[config.mk]
export PLATFORM = sky130hd
export DESIGN_NAME = instr_fetch
export DESIGN_NICKNAME = d
export VERILOG_FILES = /design/src/rtl/instr_fetch_pkg.sv /design/src/rtl/fetch_predecode.sv /design/src/rtl/instr_fetch.sv
export SDC_FILE = /design/constraint.sdc
export NUM_CORES = 1
export LEC_CHECK = 0
export CAP_MARGIN = 20
export CORE_MARGIN = 4
export CORE_UTILIZATION = 38
export DETAILED_ROUTE_END_ITERATION = 7
export PLACE_DENSITY = 0.74
export RECOVER_POWER = 100
export SLEW_MARGIN = 20
export SYNTH_ARGS = -nofsm -noshare
export SYNTH_HDL_FRONTEND = slang
export SYNTH_SLANG_ARGS = --single-unit
[constraint.sdc]
create_clock -name Clk -period 1.5 [get_ports Clk]
set_input_delay 0.3 -clock Clk [delete_from_list [all_inputs] [get_ports Clk]]
set_output_delay 0.3 -clock Clk [all_outputs]
set_load 0.005 [all_outputs]
[src/rtl/instr_fetch_pkg.sv]
// Shared opcode constants, fetch FSM encoding and bubble helpers for instr_fetch.
package instr_fetch_pkg;

  localparam int unsigned OPC_W   = 4;
  localparam int unsigned INSTR_W = 16;
  localparam int unsigned CNT_W   = 8;

  // 4-bit major opcodes (InstrData[15:12])
  localparam logic [OPC_W-1:0] InsAdd = 4'b0000;
  localparam logic [OPC_W-1:0] InsSub = 4'b0001;
  localparam logic [OPC_W-1:0] InsAnd = 4'b0010;
  localparam logic [OPC_W-1:0] InsOr  = 4'b0011;
  localparam logic [OPC_W-1:0] InsXor = 4'b0100;
  localparam logic [OPC_W-1:0] InsNot = 4'b0101;
  localparam logic [OPC_W-1:0] InsSll = 4'b0110;
  localparam logic [OPC_W-1:0] InsSrl = 4'b0111;
  localparam logic [OPC_W-1:0] InsLw  = 4'b1000;
  localparam logic [OPC_W-1:0] InsSw  = 4'b1001;
  localparam logic [OPC_W-1:0] InsLi  = 4'b1010;
  localparam logic [OPC_W-1:0] InsJ   = 4'b1011;
  localparam logic [OPC_W-1:0] InsBEZ = 4'b1100;

  // Word loaded into IF/ID for a flushed or bubbled slot
  localparam logic [INSTR_W-1:0] NopWord = 16'h0000;

  typedef enum logic {
    RUN  = 1'b0,
    WAIT = 1'b1
  } fetchState_t;

  // Saturating +1 for the bubble counter
  function automatic logic [CNT_W-1:0] satInc(input logic [CNT_W-1:0] cnt);
    return (cnt == 8'hFF) ? cnt : cnt + CNT_W'(1);
  endfunction

endpackage

[src/rtl/fetch_predecode.sv]
// Flags control-transfer opcodes (J, BEZ) directly off the fetched word.
module fetch_predecode
  import instr_fetch_pkg::*;
(
  input  logic [3:0] Opcode,
  output logic       IsCtrl
);

  // Pure opcode compare, no state
  assign IsCtrl = (Opcode == InsJ) || (Opcode == InsBEZ);

endmodule

[src/rtl/instr_fetch.sv]
// Instruction fetch stage: PC, IF/ID register and branch-wait FSM.
// FETCH_PREDECODE_EN: when defined, J/BEZ are pre-decoded and fetch parks
// in WAIT until Redirect or Release; otherwise fetch streams straight on
// and only Redirect flushes.
module instr_fetch
  import instr_fetch_pkg::*;
#(
  parameter int unsigned       ADDR_W = 12,
  parameter logic [ADDR_W-1:0] RST_PC = '0
) (
  input  logic              Clk,
  input  logic              Rst,
  output logic [ADDR_W-1:0] InstrAddr,
  input  logic [15:0]       InstrData,
  input  logic              Stall,
  input  logic              Redirect,
  input  logic [ADDR_W-1:0] RedirectAddr,
  input  logic              Release,
  output logic [15:0]       IfIdInstr,
  output logic [ADDR_W-1:0] IfIdPC,
  output logic              IfIdValid,
  output logic              Waiting,
  output logic [7:0]        BubbleCnt
);

  logic [ADDR_W-1:0] pc;
  fetchState_t       state;
  logic              isCtrl;

  fetch_predecode uPredecode (
    .Opcode (InstrData[15:12]),
    .IsCtrl (isCtrl)
  );

`ifndef FETCH_PREDECODE_EN
  // Pre-decode result has no consumer when the wait feature is compiled out
  logic unusedIsCtrl;
  assign unusedIsCtrl = isCtrl;
`endif

  assign InstrAddr = pc;

  // PC, IF/ID register, wait FSM and bubble counter; Rst > Redirect > Stall > Release > fetch
  always_ff @(posedge Clk) begin
    if (Rst) begin
      pc        <= RST_PC;
      state     <= RUN;
      Waiting   <= 1'b0;
      IfIdInstr <= NopWord;
      IfIdPC    <= '0;
      IfIdValid <= 1'b0;
      BubbleCnt <= '0;
    end else if (Redirect) begin
      pc        <= RedirectAddr;
      state     <= RUN;
      Waiting   <= 1'b0;
      IfIdInstr <= NopWord;
      IfIdValid <= 1'b0;
      BubbleCnt <= satInc(BubbleCnt);
    end else if (Stall) begin
      // hold everything for the downstream hazard
    end else begin
      case (state)
        RUN: begin
          IfIdInstr <= InstrData;
          IfIdPC    <= pc;
          IfIdValid <= 1'b1;
          pc        <= pc + ADDR_W'(1);
`ifdef FETCH_PREDECODE_EN
          if (isCtrl) begin
            state   <= WAIT;
            Waiting <= 1'b1;
          end
`endif
        end
        WAIT: begin
          // PC already points past the branch; emit a bubble until resolved
          IfIdInstr <= NopWord;
          IfIdValid <= 1'b0;
          BubbleCnt <= satInc(BubbleCnt);
          if (Release) begin
            state   <= RUN;
            Waiting <= 1'b0;
          end
        end
        default: begin
          state   <= RUN;
          Waiting <= 1'b0;
        end
      endcase
    end
  end

endmodule

; Word-level counts from Yosys, hierarchy flattened
; Index checks and enable logic that the tools add are counted.
[op_classes]
add_sub_neg = 2
n_eq_ne = 3
muxes = 11
bitwise_logic = 3
reduce_logical = 5
[op_table]
columns = operator, n
row1 = 2-to-1 mux 12 bit, 3
row2 = 2-to-1 mux 8 bit, 4
row3 = case mux 16 bit (2 select lines), 1
row4 = adder 12 x 1 -> 12 bit (second input constant), 1
row5 = adder 8 x 1 -> 8 bit (second input constant), 1
row6 = equality test 8 bit (second input constant), 1
row7 = AND reduction 2 bit, 2
row8 = inverter 1 bit, 3
row9 = AND reduction 3 bit, 1
row10 = 2-to-1 mux 1 bit, 2
row11 = != test 2 x 1 -> 1 bit (second input constant), 1
row12 = != test 2 bit (second input constant), 1
row13 = case mux 1 bit (2 select lines), 1
row14 = nonzero test 2 bit, 1
row15 = OR reduction 2 bit, 1
[word_totals]
reg_bits = 50
inputBits = 33
out_inout_bits = 50
word_cells = 30

; Longest topological paths before layout
; Gate-level depths: netlist of the first run.
[logic_depth]
depth_word = 5
depth_mapped = 5
ltp_nobuf = 5

; Least setup slack after synthesis of the first run
; OpenSTA, ideal clock, no wires.
[synth_timing]
path_kind = flip-flop to flip-flop
from = reg pc[0], in the netlist InstrAddr[0]
to = reg pc[10], in the netlist InstrAddr[10]
setup_ps = 135
arrival_ps = 1344
required_ps = 1365
slack_ps = 21
stages_incl_launch_ff = 5
path_buffers = 0
synth_period_minus_slack_ps = 1479
path_cell_list = dfxtp_1 ha_1 or3b_2 o211ai_1 o221ai_1
[synth_between]
elab_chain_cells = 4
[synth_rtl]
columns = item, line_no
row1 = "start, declared", instr_fetch.sv:26  ; logic [ADDR_W-1:0] pc;
row2 = "start signal, assigned", instr_fetch.sv:54  ; pc <= RedirectAddr;
row3 = "start signal, assigned", instr_fetch.sv:68  ; pc <= pc + ADDR_W'(1);
row4 = adder 12 x 1 -> 12 bit, instr_fetch.sv:68
row5 = 2-to-1 mux 12 bit, instr_fetch.sv:63  ; case (state)
row6 = 2-to-1 mux 12 bit, instr_fetch.sv:60  ; end else if (Stall) begin
row7 = 2-to-1 mux 12 bit, instr_fetch.sv:53  ; end else if (Redirect) begin
; Every way passes these cells. The select of a mux whose other input is x is not followed.
; A chain may end at the register's enable or synchronous reset.

; Worst setup path after layout of the first run
[layout_timing]
from = reg IfIdInstr[11]
to = out IfIdInstr[11]
[layout_rtl]
columns = item, line_no
row1 = "start, declared", instr_fetch.sv:19  ; output logic [15:0] IfIdInstr,
row2 = "start signal, assigned", instr_fetch.sv:49  ; IfIdInstr <= NopWord;
row3 = "start signal, assigned", instr_fetch.sv:57  ; IfIdInstr <= NopWord;
row4 = "start signal, assigned", instr_fetch.sv:65  ; IfIdInstr <= InstrData;
; No word-level cell between the ends.

==> results.yml, run 1 <==
status:
  outcome: "finished clean"
placement:
  gp_congestion: 0.765
  place_ws_ns: -0.383
  port-buffer-count: 81
  hpwl_mm: 4.07
final_layout:
  drive_above_1_share: 0.207
  fillers: 436
  postLayoutCoreUtil: 0.648
  seqCellArea_um2: 1050
  multi_input_area_um2: 962
  diodes: 0
  synthToLayoutAreaGrowth_pct: 63.6
  fin_nets: 381
logic_synthesis:
  synth_area_per_cell_um2: 8.64
  synth_area_um2: 2050
  synth_compound_area_frac: 0.171
  yosysTopAreaCellShare: 0.489
  yosys.area_share.simple: 0.211
  synth_area_leaders: "dfxtp_1 49%, nand2_1 6.2%, nor2_1 6.1%"
  synthXorXnorAreaFrac: 0.0513
  synth_top_family_by_area: "simple AND/OR/NAND/NOR gates"
  synth.area.mux_share: 0.0202
  synth_seq_cells: 50
  synthAdderAreaFrac: 0.0122
  syn_nets: 272
  synth_cell_type_count: 35
  synth_warnings: 0
  synth_cells: 237
  seq_area_frac_synth: 0.489
  synth_top_area_cell: "dfxtp_1"
power_and_ir_drop:
  pwr-share-comb: 0.147
  cellInternalPower_w: 0.00235
  p_per_area_nw_per_um2: 894
  clkPwrFrac: 0.382
  pwr-share-seq: 0.470
  vdd_ir_drop_max_mv: 0.730
  swShare: 0.216
  netSwitchingPower_w: 0.000648
  p_leak_nw: 1.34
worst_setup_path:
  crit_arrival_ns: 1.16
  worstSetupPathType: "flip-flop to output pin"
  path_buf_inv: 1
  cp_slowest_stage_delay_ns: 0.51
  cp-start-kind: "flip-flop"
  slowest_stage: "clkdlybuf4s50_1"
  cp_max_fo: 2
  cp_data_required_time_ns: 1.20
  cp_cell_sequence: "clkdlybuf4s50_1"
  end_kind: "output pin"
  cp_top_family: "buffers and inverters"
routing:
  viasPerCell: 4.96
  dr.pass1.iters: 4
  wl_per_cell_um: 13.7
  final_antenna_net_count: 0
  dr_total_vias: 2069
  routed_wl_mm: 5.71
  drtIter0Drc: 38
  drc_errors: 0
floorplan:
  coreArea_um2: 5170
  fp-row-count: 26
  initial_core_util: 0.396
  fp.dieH_um: 81.4
  ios: 83
  die_w_um: 81.4
  die_area_um2: 6630
min_path:
  hold_path_class: "flip-flop to flip-flop"
clock_tree:
  clk_path_buf_depth: 2
  cts_tree: "done"
  clk_latency_ns: 0.30
  cts_sinks: 50
  cts_htree_levels: 2
  root_buffer: "clkbuf_8"
  cts_hold_buf: 0
  numCtsBuffers: 5
  clk_pin_slew_ns: 0.09
global_routing:
  grt_max_degree: 21
  overflow: 0
  antenna_found_initial: 0
  grt_pass1_vias: 1872
  grt_pass1_wl_mm: 8.65
  grt_usage: 0.167
sta:
  hold_viol: 0
  skew_ns: 0.0116
  setup_ws_ns: 0.0411
  setup_viol: 0
  drv_slew: 0
  fmax_mhz: 685
  rsz0062_at_grt: "yes"
  final.period_utilization: 0.973
  period_minus_slack_ns: 1.46
job:
  drv_cap: 0
==> power groups by stage <==
| stage | logic, W | clock network [W] | registers [W] |
|---|---|---|---|
| after floorplan | 0.000150 | 0 | 0.00146 |
| after global placement | 0.000415 | 0 | 0.00145 |
| after detailed placement | 0.000420 | 0 | 0.00145 |
| after CTS | 0.000422 | 0.00117 | 0.00142 |
| after global routing | 0.000483 | 0.00122 | 0.00142 |
| final | 0.000441 | 0.00115 | 0.00141 |
==> metrics by stage <==
step                      total power, W  instances  cell area (µm²)  TNS [ns]  hold WS, ns
after floorplan                  0.00161        237             2050         0        0.444
after global placement           0.00186        393             3040    -10.48        0.442
after detailed placement         0.00187        393             3040    -11.64        0.449
after CTS                        0.00301        402             3220         0        0.463
after global routing             0.00312        417             3350  -0.00460        0.480
final                            0.00300        417             3350         0        0.462
==> per-layer routing <==
metal | part of all wire | vias to the layer above | routed length [µm] | GRT usage
met3 | 0.090 | 5 | 516 | 0.0654
met5 | 0 | - | 0 | 0
met2 | 0.48 | 70 | 2740 | 0.294
met4 | 0.010 | 0 | 57 | 0.0321
met1 | 0.42 | 955 | 2400 | 0.192
li1 | - | 1039 | - | -
==> state kept, by name (all words and copies together), names as in the netlist <==
signal	count
IfIdInstr	16
IfIdPC	12
InstrAddr	12
BubbleCnt	8
IfIdValid	1
state	1
==> what timing repair did <==
item	4_1_cts	5_1_grt
gates resized for setup	31	22
cloned	0	0
setup buffers	1	15
setup endpoints to repair	19	37
==> layout make-up <==
class,instances,area share
clock buffer,6,0.0247
clock inverter,2,0.0179
multi-input combinational,166,0.287
tap,70,0.0261
inverter,4,0.00448
timing repair buffer,119,0.327
sequential,50,0.313
==> cells in the final DEF (no fill, tap or decap), drive strengths merged <==
cell type,count
a211oi,9
a21oi,18
a22oi,16
and2,1
and2b,1
and3,1
and4,3
and4bb,1
buf,38
bufinv,2
clkbuf,6
clkdlybuf4s25,6
clkdlybuf4s50,67
conb,1
dfxtp,50
dlygate4sd2,5
dlymetal6s2s,3
ha,2
inv,4
mux2,1
mux2i,3
nand2,34
nand3,5
nand4,6
nor2,34
nor3,2
o2111ai,2
o211ai,1
o21ai,5
o221ai,1
o22ai,1
or2,1
or3,3
or3b,1
or4b,1
xnor2,1
xor2,11
==> cell families after synthesis <==
family | count (synthesis)
and+or+nand+nor | 94
muxes | 4
AOI/OAI and AO/OA | 53
adders and majority gates | 2
DFF | 50
buffers and inverters | 21
xor gates and xnor gates | 12
other | 1
==> final timing paths <==
| kind | depth (start not counted) | to | slack, ns | from |
|---|---|---|---|---|
| worst min register to register | 2 | IfIdPC[8] | 0.46 | IfIdPC[8] |
| worst min-delay path | 2 | IfIdPC[8] | 0.46 | IfIdPC[8] |
| worst max register to register | 5 | InstrAddr[2] | 0.08 | InstrAddr[0] |
| worst max-delay path | 1 | IfIdInstr[11] | 0.04 | IfIdInstr[11] |
==> cell usage after synthesis <==
library cell  count
dfxtp_1          50
nand2_1          34
nor2_1           33
a21oi_1          18
a22oi_1          16
xor2_1           11
a211oi_1          9
clkbuf_1          9
nand4_1           6
buf_2             5
nand3_1           5
o21ai_0           5
inv_1             4
and4_1            3
mux2i_1           3
or3_1             3
buf_1             2
ha_1              2
nor3_1            2
o2111ai_1         2
and2_1            1
and2b_1           1
and3_1            1
and4bb_2          1
buf_4             1
conb_1            1
mux2_2            1
nor2_2            1
o211ai_1          1
o221ai_1          1
o22ai_2           1
or2_2             1
or3b_2            1
or4b_1            1
xnor2_1           1
Power figures use the tool's default switching activity.
==> run 2, diff against run 1 <==
CTS_CLUSTER_DIAMETER = 50   (was unset)
==> results of run 2 <==
Same layout as run 1: the final DEF is identical, and so are final timing and power.
